`src/rtl/number_display_if.sv`:
```
// number_display_if
//   Bundles the operand inputs and display outputs of number_display.
//   master: the side that supplies operands and observes the display
//           (entry logic or testbench).
//   slave : the display block itself.
//   Signals:
//     number_1, number_2 [13:0] : binary operands (0..9999 valid)
//     show_select               : 0 = number_1, 1 = number_2
//     seg [6:0]                 : {g,f,e,d,c,b,a}, active-low
//     an  [3:0]                 : digit anodes, active-low one-hot
//     bcd [15:0]                : {thousands,hundreds,tens,units}
//     ovf                       : displayed value > 9999
//     busy                      : conversion in progress
interface number_display_if;
  logic [13:0] number_1;
  logic [13:0] number_2;
  logic        show_select;
  logic [6:0]  seg;
  logic [3:0]  an;
  logic [15:0] bcd;
  logic        ovf;
  logic        busy;

  modport master (
    output number_1, number_2, show_select,
    input  seg, an, bcd, ovf, busy
  );

  modport slave (
    input  number_1, number_2, show_select,
    output seg, an, bcd, ovf, busy
  );
endinterface

```
`src/rtl/number_display.sv`:
```
// number_display
//   Selects one of two 14-bit operands, converts it to four BCD digits with
//   a sequential double-dabble engine (14 steps), and scans the result onto
//   a 4-digit common-anode seven-segment display. Values above 9999 are
//   flagged as overflow and shown as four dashes.
//   Ports:
//     clk  : system clock, rising edge
//     rst  : asynchronous reset, active-high
//     disp : number_display_if.slave (operands in; seg/an/bcd/ovf/busy out)
//   Parameters:
//     REFRESH_DIV   : cycles each digit stays lit (>= 2)
//     BLANK_LEADING : 1 = blank leading zeros (units never blanked)
module number_display #(
  parameter int unsigned REFRESH_DIV   = 50000,
  parameter bit          BLANK_LEADING = 1'b1
) (
  input  logic              clk,
  input  logic              rst,
  number_display_if.slave   disp
);

  localparam int unsigned      CNT_W    = $clog2(REFRESH_DIV);
  localparam logic [CNT_W-1:0] CNT_LAST = CNT_W'(REFRESH_DIV - 1);

  localparam logic [6:0] SEG_DASH  = 7'b0111111;
  localparam logic [6:0] SEG_BLANK = 7'b1111111;

  typedef enum logic {
    S_IDLE,
    S_CONV
  } state_t;

  // ---------------------------------------------------------------- converter
  state_t      r_state, w_state_nxt;
  logic [13:0] w_src;
  logic [13:0] r_last_src, w_last_src_nxt;
  logic [13:0] r_shreg, w_shreg_nxt;
  logic [15:0] r_scratch, w_scratch_nxt;
  logic [15:0] w_adj;
  logic [29:0] w_shifted;
  logic [3:0]  r_step, w_step_nxt;
  logic [15:0] r_bcd, w_bcd_nxt;
  logic        r_ovf, w_ovf_nxt;

  assign w_src = disp.show_select ? disp.number_2 : disp.number_1;

  // Add-3 correction on every nibble >= 5 before the shift.
  always_comb begin
    w_adj = '0;
    for (int unsigned i = 0; i < 4; i++) begin
      if (r_scratch[4*i +: 4] >= 4'd5)
        w_adj[4*i +: 4] = r_scratch[4*i +: 4] + 4'd3;
      else
        w_adj[4*i +: 4] = r_scratch[4*i +: 4];
    end
  end

  assign w_shifted = {w_adj, r_shreg} << 1;

  always_comb begin
    w_state_nxt    = r_state;
    w_last_src_nxt = r_last_src;
    w_shreg_nxt    = r_shreg;
    w_scratch_nxt  = r_scratch;
    w_step_nxt     = r_step;
    w_bcd_nxt      = r_bcd;
    w_ovf_nxt      = r_ovf;
    case (r_state)
      S_IDLE: begin
        if (w_src != r_last_src) begin
          w_last_src_nxt = w_src;
          w_shreg_nxt    = w_src;
          w_scratch_nxt  = '0;
          w_step_nxt     = '0;
          // Overflow resolves on the capture edge; no conversion is run.
          if (w_src > 14'd9999) begin
            w_ovf_nxt = 1'b1;
            w_bcd_nxt = '0;
          end else begin
            w_state_nxt = S_CONV;
          end
        end
      end
      S_CONV: begin
        w_scratch_nxt = w_shifted[29:14];
        w_shreg_nxt   = w_shifted[13:0];
        w_step_nxt    = r_step + 4'd1;
        if (r_step == 4'd13) begin
          w_bcd_nxt   = w_shifted[29:14];
          w_ovf_nxt   = 1'b0;
          w_state_nxt = S_IDLE;
        end
      end
      default: w_state_nxt = S_IDLE;
    endcase
  end

  always_ff @(posedge clk or posedge rst) begin
    if (rst) begin
      r_state    <= S_IDLE;
      r_last_src <= '0;
      r_shreg    <= '0;
      r_scratch  <= '0;
      r_step     <= '0;
      r_bcd      <= '0;
      r_ovf      <= 1'b0;
    end else begin
      r_state    <= w_state_nxt;
      r_last_src <= w_last_src_nxt;
      r_shreg    <= w_shreg_nxt;
      r_scratch  <= w_scratch_nxt;
      r_step     <= w_step_nxt;
      r_bcd      <= w_bcd_nxt;
      r_ovf      <= w_ovf_nxt;
    end
  end

  // ------------------------------------------------------------------ scanner
  logic [CNT_W-1:0] r_cnt;
  logic [1:0]       r_idx, w_idx_nxt;
  logic             w_wrap;
  logic             w_lead_zero;
  logic [3:0]       w_digit;
  logic [6:0]       w_seg_nxt;
  logic [6:0]       r_seg;
  logic [3:0]       r_an;

  function automatic logic [6:0] seg7(input logic [3:0] d);
    case (d)
      4'd0:    seg7 = 7'b1000000;
      4'd1:    seg7 = 7'b1111001;
      4'd2:    seg7 = 7'b0100100;
      4'd3:    seg7 = 7'b0110000;
      4'd4:    seg7 = 7'b0011001;
      4'd5:    seg7 = 7'b0010010;
      4'd6:    seg7 = 7'b0000010;
      4'd7:    seg7 = 7'b1111000;
      4'd8:    seg7 = 7'b0000000;
      4'd9:    seg7 = 7'b0010000;
      default: seg7 = SEG_BLANK;
    endcase
  endfunction

  assign w_wrap    = (r_cnt == CNT_LAST);
  assign w_idx_nxt = w_wrap ? r_idx + 2'd1 : r_idx;

  // seg/an are computed from the next index and next bcd/ovf so that the
  // registered pair is always mutually consistent and tracks results with
  // no extra lag.
  always_comb begin
    w_lead_zero = 1'b1;
    for (int unsigned p = 0; p < 4; p++) begin
      if ((p >= {30'd0, w_idx_nxt}) && (w_bcd_nxt[4*p +: 4] != 4'd0))
        w_lead_zero = 1'b0;
    end
  end

  assign w_digit = w_bcd_nxt[{w_idx_nxt, 2'b00} +: 4];

  always_comb begin
    w_seg_nxt = seg7(w_digit);
    if (w_ovf_nxt)
      w_seg_nxt = SEG_DASH;
    else if (BLANK_LEADING && (w_idx_nxt != 2'd0) && w_lead_zero)
      w_seg_nxt = SEG_BLANK;
  end

  always_ff @(posedge clk or posedge rst) begin
    if (rst) begin
      r_cnt <= '0;
      r_idx <= '0;
      r_seg <= 7'b1000000;
      r_an  <= 4'b1110;
    end else begin
      r_cnt <= w_wrap ? '0 : r_cnt + CNT_W'(1);
      r_idx <= w_idx_nxt;
      r_seg <= w_seg_nxt;
      r_an  <= ~(4'b0001 << w_idx_nxt);
    end
  end

  // ------------------------------------------------------------------ outputs
  assign disp.seg  = r_seg;
  assign disp.an   = r_an;
  assign disp.bcd  = r_bcd;
  assign disp.ovf  = r_ovf;
  assign disp.busy = (r_state == S_CONV);

endmodule

```
`src/flat_wrapper.sv`:
```
// flat-port wrapper written by rule: the top's interface ports become plain ports
module number_display_flat 
#(
  parameter int unsigned REFRESH_DIV   = 50000,
  parameter bit          BLANK_LEADING = 1'b1
)
  (clk, rst, disp_number_1, disp_number_2, disp_show_select, disp_seg, disp_an, disp_bcd, disp_ovf, disp_busy);
  number_display_if disp_i ();
  input  logic clk;
  input  logic rst;
  input wire logic [$bits(disp_i.number_1)-1:0] disp_number_1;
  input wire logic [$bits(disp_i.number_2)-1:0] disp_number_2;
  input wire logic [$bits(disp_i.show_select)-1:0] disp_show_select;
  output wire logic [$bits(disp_i.seg)-1:0] disp_seg;
  output wire logic [$bits(disp_i.an)-1:0] disp_an;
  output wire logic [$bits(disp_i.bcd)-1:0] disp_bcd;
  output wire logic [$bits(disp_i.ovf)-1:0] disp_ovf;
  output wire logic [$bits(disp_i.busy)-1:0] disp_busy;
  assign disp_i.number_1 = disp_number_1;
  assign disp_i.number_2 = disp_number_2;
  assign disp_i.show_select = disp_show_select;
  assign disp_seg = disp_i.seg;
  assign disp_an = disp_i.an;
  assign disp_bcd = disp_i.bcd;
  assign disp_ovf = disp_i.ovf;
  assign disp_busy = disp_i.busy;
  number_display #(.REFRESH_DIV(REFRESH_DIV), .BLANK_LEADING(BLANK_LEADING)) u_core (.clk(clk), .rst(rst), .disp(disp_i));
endmodule
```
`config.mk`:
```
export PLATFORM = sky130hd
export DESIGN_NAME = number_display_flat
export DESIGN_NICKNAME = d
export VERILOG_FILES = /design/src/rtl/number_display_if.sv /design/src/rtl/number_display.sv /design/src/flat_wrapper.sv
export SDC_FILE = /design/constraint.sdc
export NUM_CORES = 1
export LEC_CHECK = 0
export ABC_AREA = 1
export CORE_MARGIN = 5
export CORE_UTILIZATION = 30
export CTS_CLUSTER_DIAMETER = 200
export DETAILED_ROUTE_END_ITERATION = 16
export GPL_TIMING_DRIVEN = 0
export PLACE_DENSITY_LB_ADDON = 0.12
export SLEW_MARGIN = 20
export SYNTH_ARGS = -nofsm -noshare
export SYNTH_HDL_FRONTEND = slang
export SYNTH_SLANG_ARGS = --single-unit
export TNS_END_PERCENT = 100
```
`constraint.sdc`:
```
create_clock -name clk -period 5.78 [get_ports clk]
set_input_delay 1.156 -clock clk [delete_from_list [all_inputs] [get_ports clk]]
set_output_delay 1.156 -clock clk [all_outputs]
set_load 0.1 [all_outputs]
```
==> flow_metrics.py <==
metrics = {
    "synth": {
        "synth_nets": 756,
        "synth_ff_type": "dfrtp_1",
        "synth.area.top_cells": "dfrtp_1 43%, nand2_1 15%, inv_1 7.9%, o21ai_0 6.0%, nand3_1 5.9%",
        "synth-seq-cells": 95,
        "netlist_instances": 709,
        "ys_warn_count": 0,
        "syn_area_per_cell_sq_um": 7.46,
        "synth_cell_types": 33,
        "ys_async_sr_fraction_pct": 100,
        "synth-edff-count": 0,
        "yosys.area.top_type_share_pct": 43.0,
        "synth_top_cell_by_area": "dfrtp_1",
        "ys_seq_area_share_pct": 45.0,
        "syn-cell-area_sq_um": 5290,
    },
    "timing": {
        "finalSetupViolCount": 0,
        "worst_slack_ps": 2100,
        "slew_viol_final": 0,
        "period_needed_ps": 3680,
        "period_share_pct": 63.7,
        "relSlewSlack_pct": 31.3,
        "skew_ps": 5.13,
        "worst_pin_slew_ps": 1030,
        "rsz0062_at_grt": "false",
        "hold_viol_final": 0,
        "holdWs_ps": 461,
        "clock.fmax_mhz": 272,
        "fin_setup_tns_ps": 0,
    },
    "critical_path": {
        "crit_type": "in -> reg",
        "cp_slowest_cell": "clkdlybuf4s50_1",
        "start_kind": "input port",
        "crit_family": "simple AND/OR/NAND/NOR gates",
        "path_cells": "clkdlybuf4s50_1 -> inv_2 -> o21ai_0 -> nand2_1 -> nand2_1 -> nand3_1 -> nor2_2 -> nand2_2 -> nand2_4 -> buf_6 -> nand2_1 -> nand2_2 -> nand2_1 -> nand2_1 -> nand2_1 -> nand2_1 -> inv_1 -> ha_1 -> nand2_1 -> nand3_1 -> nand3_1",
        "critPathRequiredTime_ps": 6000,
        "path_max_fanout": 10,
        "cpMostUsedCell": "nand2_1",
        "slowest_delay_ps": 510,
        "crit_buf_inv": 4,
        "crit_path_end_kind": "flop",
        "arrival_ps": 3900,
    },
    "global_routing": {
        "grt_usage_pct": 13.7,
        "grt_pass1_vias": 4595,
        "grt_overflow": 0,
        "antenna_found_initial": 0,
        "grt_pass1_wl_mm": 22.5,
        "grt_start_max_net_pins": 58,
    },
    "power": {
        "power_switching_mw": 1.70,
        "p_leak_nw": 3.23,
        "p_total_mw": 3.41,
        "p_sw_share_pct": 49.8,
        "seq_power_share_pct": 30.4,
        "powerDensity_nw_per_um2": 528,
        "p_clk_share_pct": 16.2,
        "vdd_drop_max_mv": 0.313,
        "pwr-share-comb_pct": 53.4,
        "p_int_mw": 1.71,
    },
    "cts": {
        "hold_buffers": 0,
        "cts_resized": 0,
        "clock_latency_ps": 340,
        "clk_path_buf_depth": 2,
        "cts-root-buf": "clkbuf_16",
        "cts_tree": "built",
        "cts.clk_slew.worst_paths_ps": 60,
        "cts_buffers": 9,
        "htree_levels": 3,
        "clock_sinks": 95,
        "cts_setup_buffers": 0,
    },
    "placed_design": {
        "dp_hpwl_mm": 10.4,
        "place.gp.congestion": 0.783,
        "numPortBuffers": 59,
        "post_dp_cell_area_sq_um": 6200,
        "dp_cells": 994,
        "preCtsSetupSlack_ps": 1730,
    },
    "routing": {
        "drtAntennaViolNets": 0,
        "routed_wl_mm": 13.5,
        "route.detailed.drc": 0,
        "drt-initial-drc-count": 278,
        "wl_per_cell_um": 13.3,
        "via_per_inst": 4.49,
        "firstDrtPassIters": 5,
        "routed-via-count": 4529,
    },
    "layout": {
        "stdcell_count": 1009,
        "postLayoutCoreUtil_pct": 37.4,
        "diodes": 0,
        "area_growth_pct": 22.1,
        "fin_area_sq_um": 6460,
        "nets": 827,
        "drive_above_1_share_pct": 7.40,
    },
    "floorplanning": {
        "start_util_pct": 30.6,
        "dieWidth_um": 143,
        "fp-row-count": 48,
        "core_area_sq_um": 17300,
        "num_io_pins": 60,
        "die-area_sq_um": 20400,
        "die_y_um": 143,
    },
    "worst_hold_path": {
        "hold_class": "reg -> reg",
    },
    "flow_run": {
        "cap_violations": 0,
    },
    "run_status": {
        "status": "finished clean",
    },
}
worst register-to-register path: stages (launching register included):
cell     delay (ps)
dfrtp_1         370
ha_1            170
nand2_1          50
inv_1            60
nand2_1         100
nor2_1          230
nand2_2         210
xor2_2          290
inv_1           150
nor2_4          180
nand2_1          70
nand2_1          70
inv_1            50
nand2_1         100
inv_1            80
ha_1            270
nand2_1          60
nand3_1          60
nand3_1          80
power groups by stage:
stage	clock network [mW]	logic (mW)	registers, mW
floorplan	0	0.875	1.52
global placement	0	1.80	1.04
detailed placement	0	1.83	1.05
CTS	0.571	1.84	1.04
global route	0.600	2.01	1.06
finish	0.552	1.82	1.04
Yosys cell counts (3+ instances only):
master	number
buf_6	3
nand2_2	15
nand3_1	62
a21oi_1	7
nor2_4	4
nand4_1	4
ha_1	16
xor2_1	10
nor3_1	3
nor2_2	4
dfstp_2	4
o22ai_1	12
o21ai_0	63
inv_1	111
nand2_1	210
clkbuf_1	10
nor2_1	63
dfrtp_1	91
cell families (layout without fill, tap and decap cells):
logic type | count (synthesis) | count (layout) | synth area share (%)
AOI/OAI and AO/OA | 88 | 88 | 9.13
xor gates and xnor gates | 11 | 11 | 1.96
adders and majority gates | 16 | 16 | 3.78
buffers and inverters | 130 | 205 | 10.3
DFF | 95 | 95 | 45.0
and+or+nand+nor | 369 | 369 | 29.8
layer usage:
metal  up-vias  track usage [%]  part of all wire [%]
li1       2353                -                     -
met1      2101             18.6                    49
met2        68             22.3                    46
met3         7             3.45                   4.2
met4         0             3.05                  0.80
met5         -                0                     0
registers in the layout, indices dropped and copies added, names as in the netlist:
signal             flops
u_core.disp.an         4
u_core.disp.bcd       16
u_core.disp.busy       1
u_core.disp.ovf        1
u_core.disp.seg        7
u_core.r_cnt          16
u_core.r_idx           2
u_core.r_last_src     14
u_core.r_scratch      16
u_core.r_shreg        14
u_core.r_step          4
layout by cell type (no fill, tap or decap), drive strengths merged, types with 4 or more instances in the layout:
cell type | netlist | final
clkdlybuf4s50 | 0 | 59
nand4 | 4 | 4
inv | 113 | 113
ha | 16 | 16
dfrtp | 91 | 91
o21ai | 64 | 64
xor2 | 11 | 11
a21oi | 9 | 9
dfstp | 4 | 4
o22ai | 12 | 12
nand3 | 64 | 64
buf | 6 | 7
nand2 | 226 | 226
clkbuf | 10 | 21
nor2 | 71 | 71
final timing paths:
kind / from / to / slack [ps] / depth (start not counted)
min reg2reg: u_core.r_cnt[0]$_DFF_PP0_ / u_core.r_cnt[0]$_DFF_PP0_ / 460 / 1
max in group asynchronous: rst / u_core.disp.an[3]$_DFF_PP1_ / 3920 / 3
min: u_core.r_cnt[0]$_DFF_PP0_ / u_core.r_cnt[0]$_DFF_PP0_ / 460 / 1
max: disp_show_select / u_core.disp.seg[3]$_DFF_PP0_ / 2100 / 21
max reg2reg: u_core.r_cnt[0]$_DFF_PP0_ / u_core.disp.seg[3]$_DFF_PP0_ / 3000 / 18
min in group asynchronous: rst / u_core.r_cnt[12]$_DFF_PP0_ / 1190 / 2
layout make-up:
cell class / count / area [sq um]
tap: 225 / 282
clock buffer: 11 / 243
inverter: 113 / 429
buffer: 17 / 123
sequential: 95 / 2380
clock inverter: 4 / 22.5
fill: 1801 / 10800
multi-input combinational: 484 / 2360
timing repair buffer: 60 / 618
(Power assumes the default switching activity.)
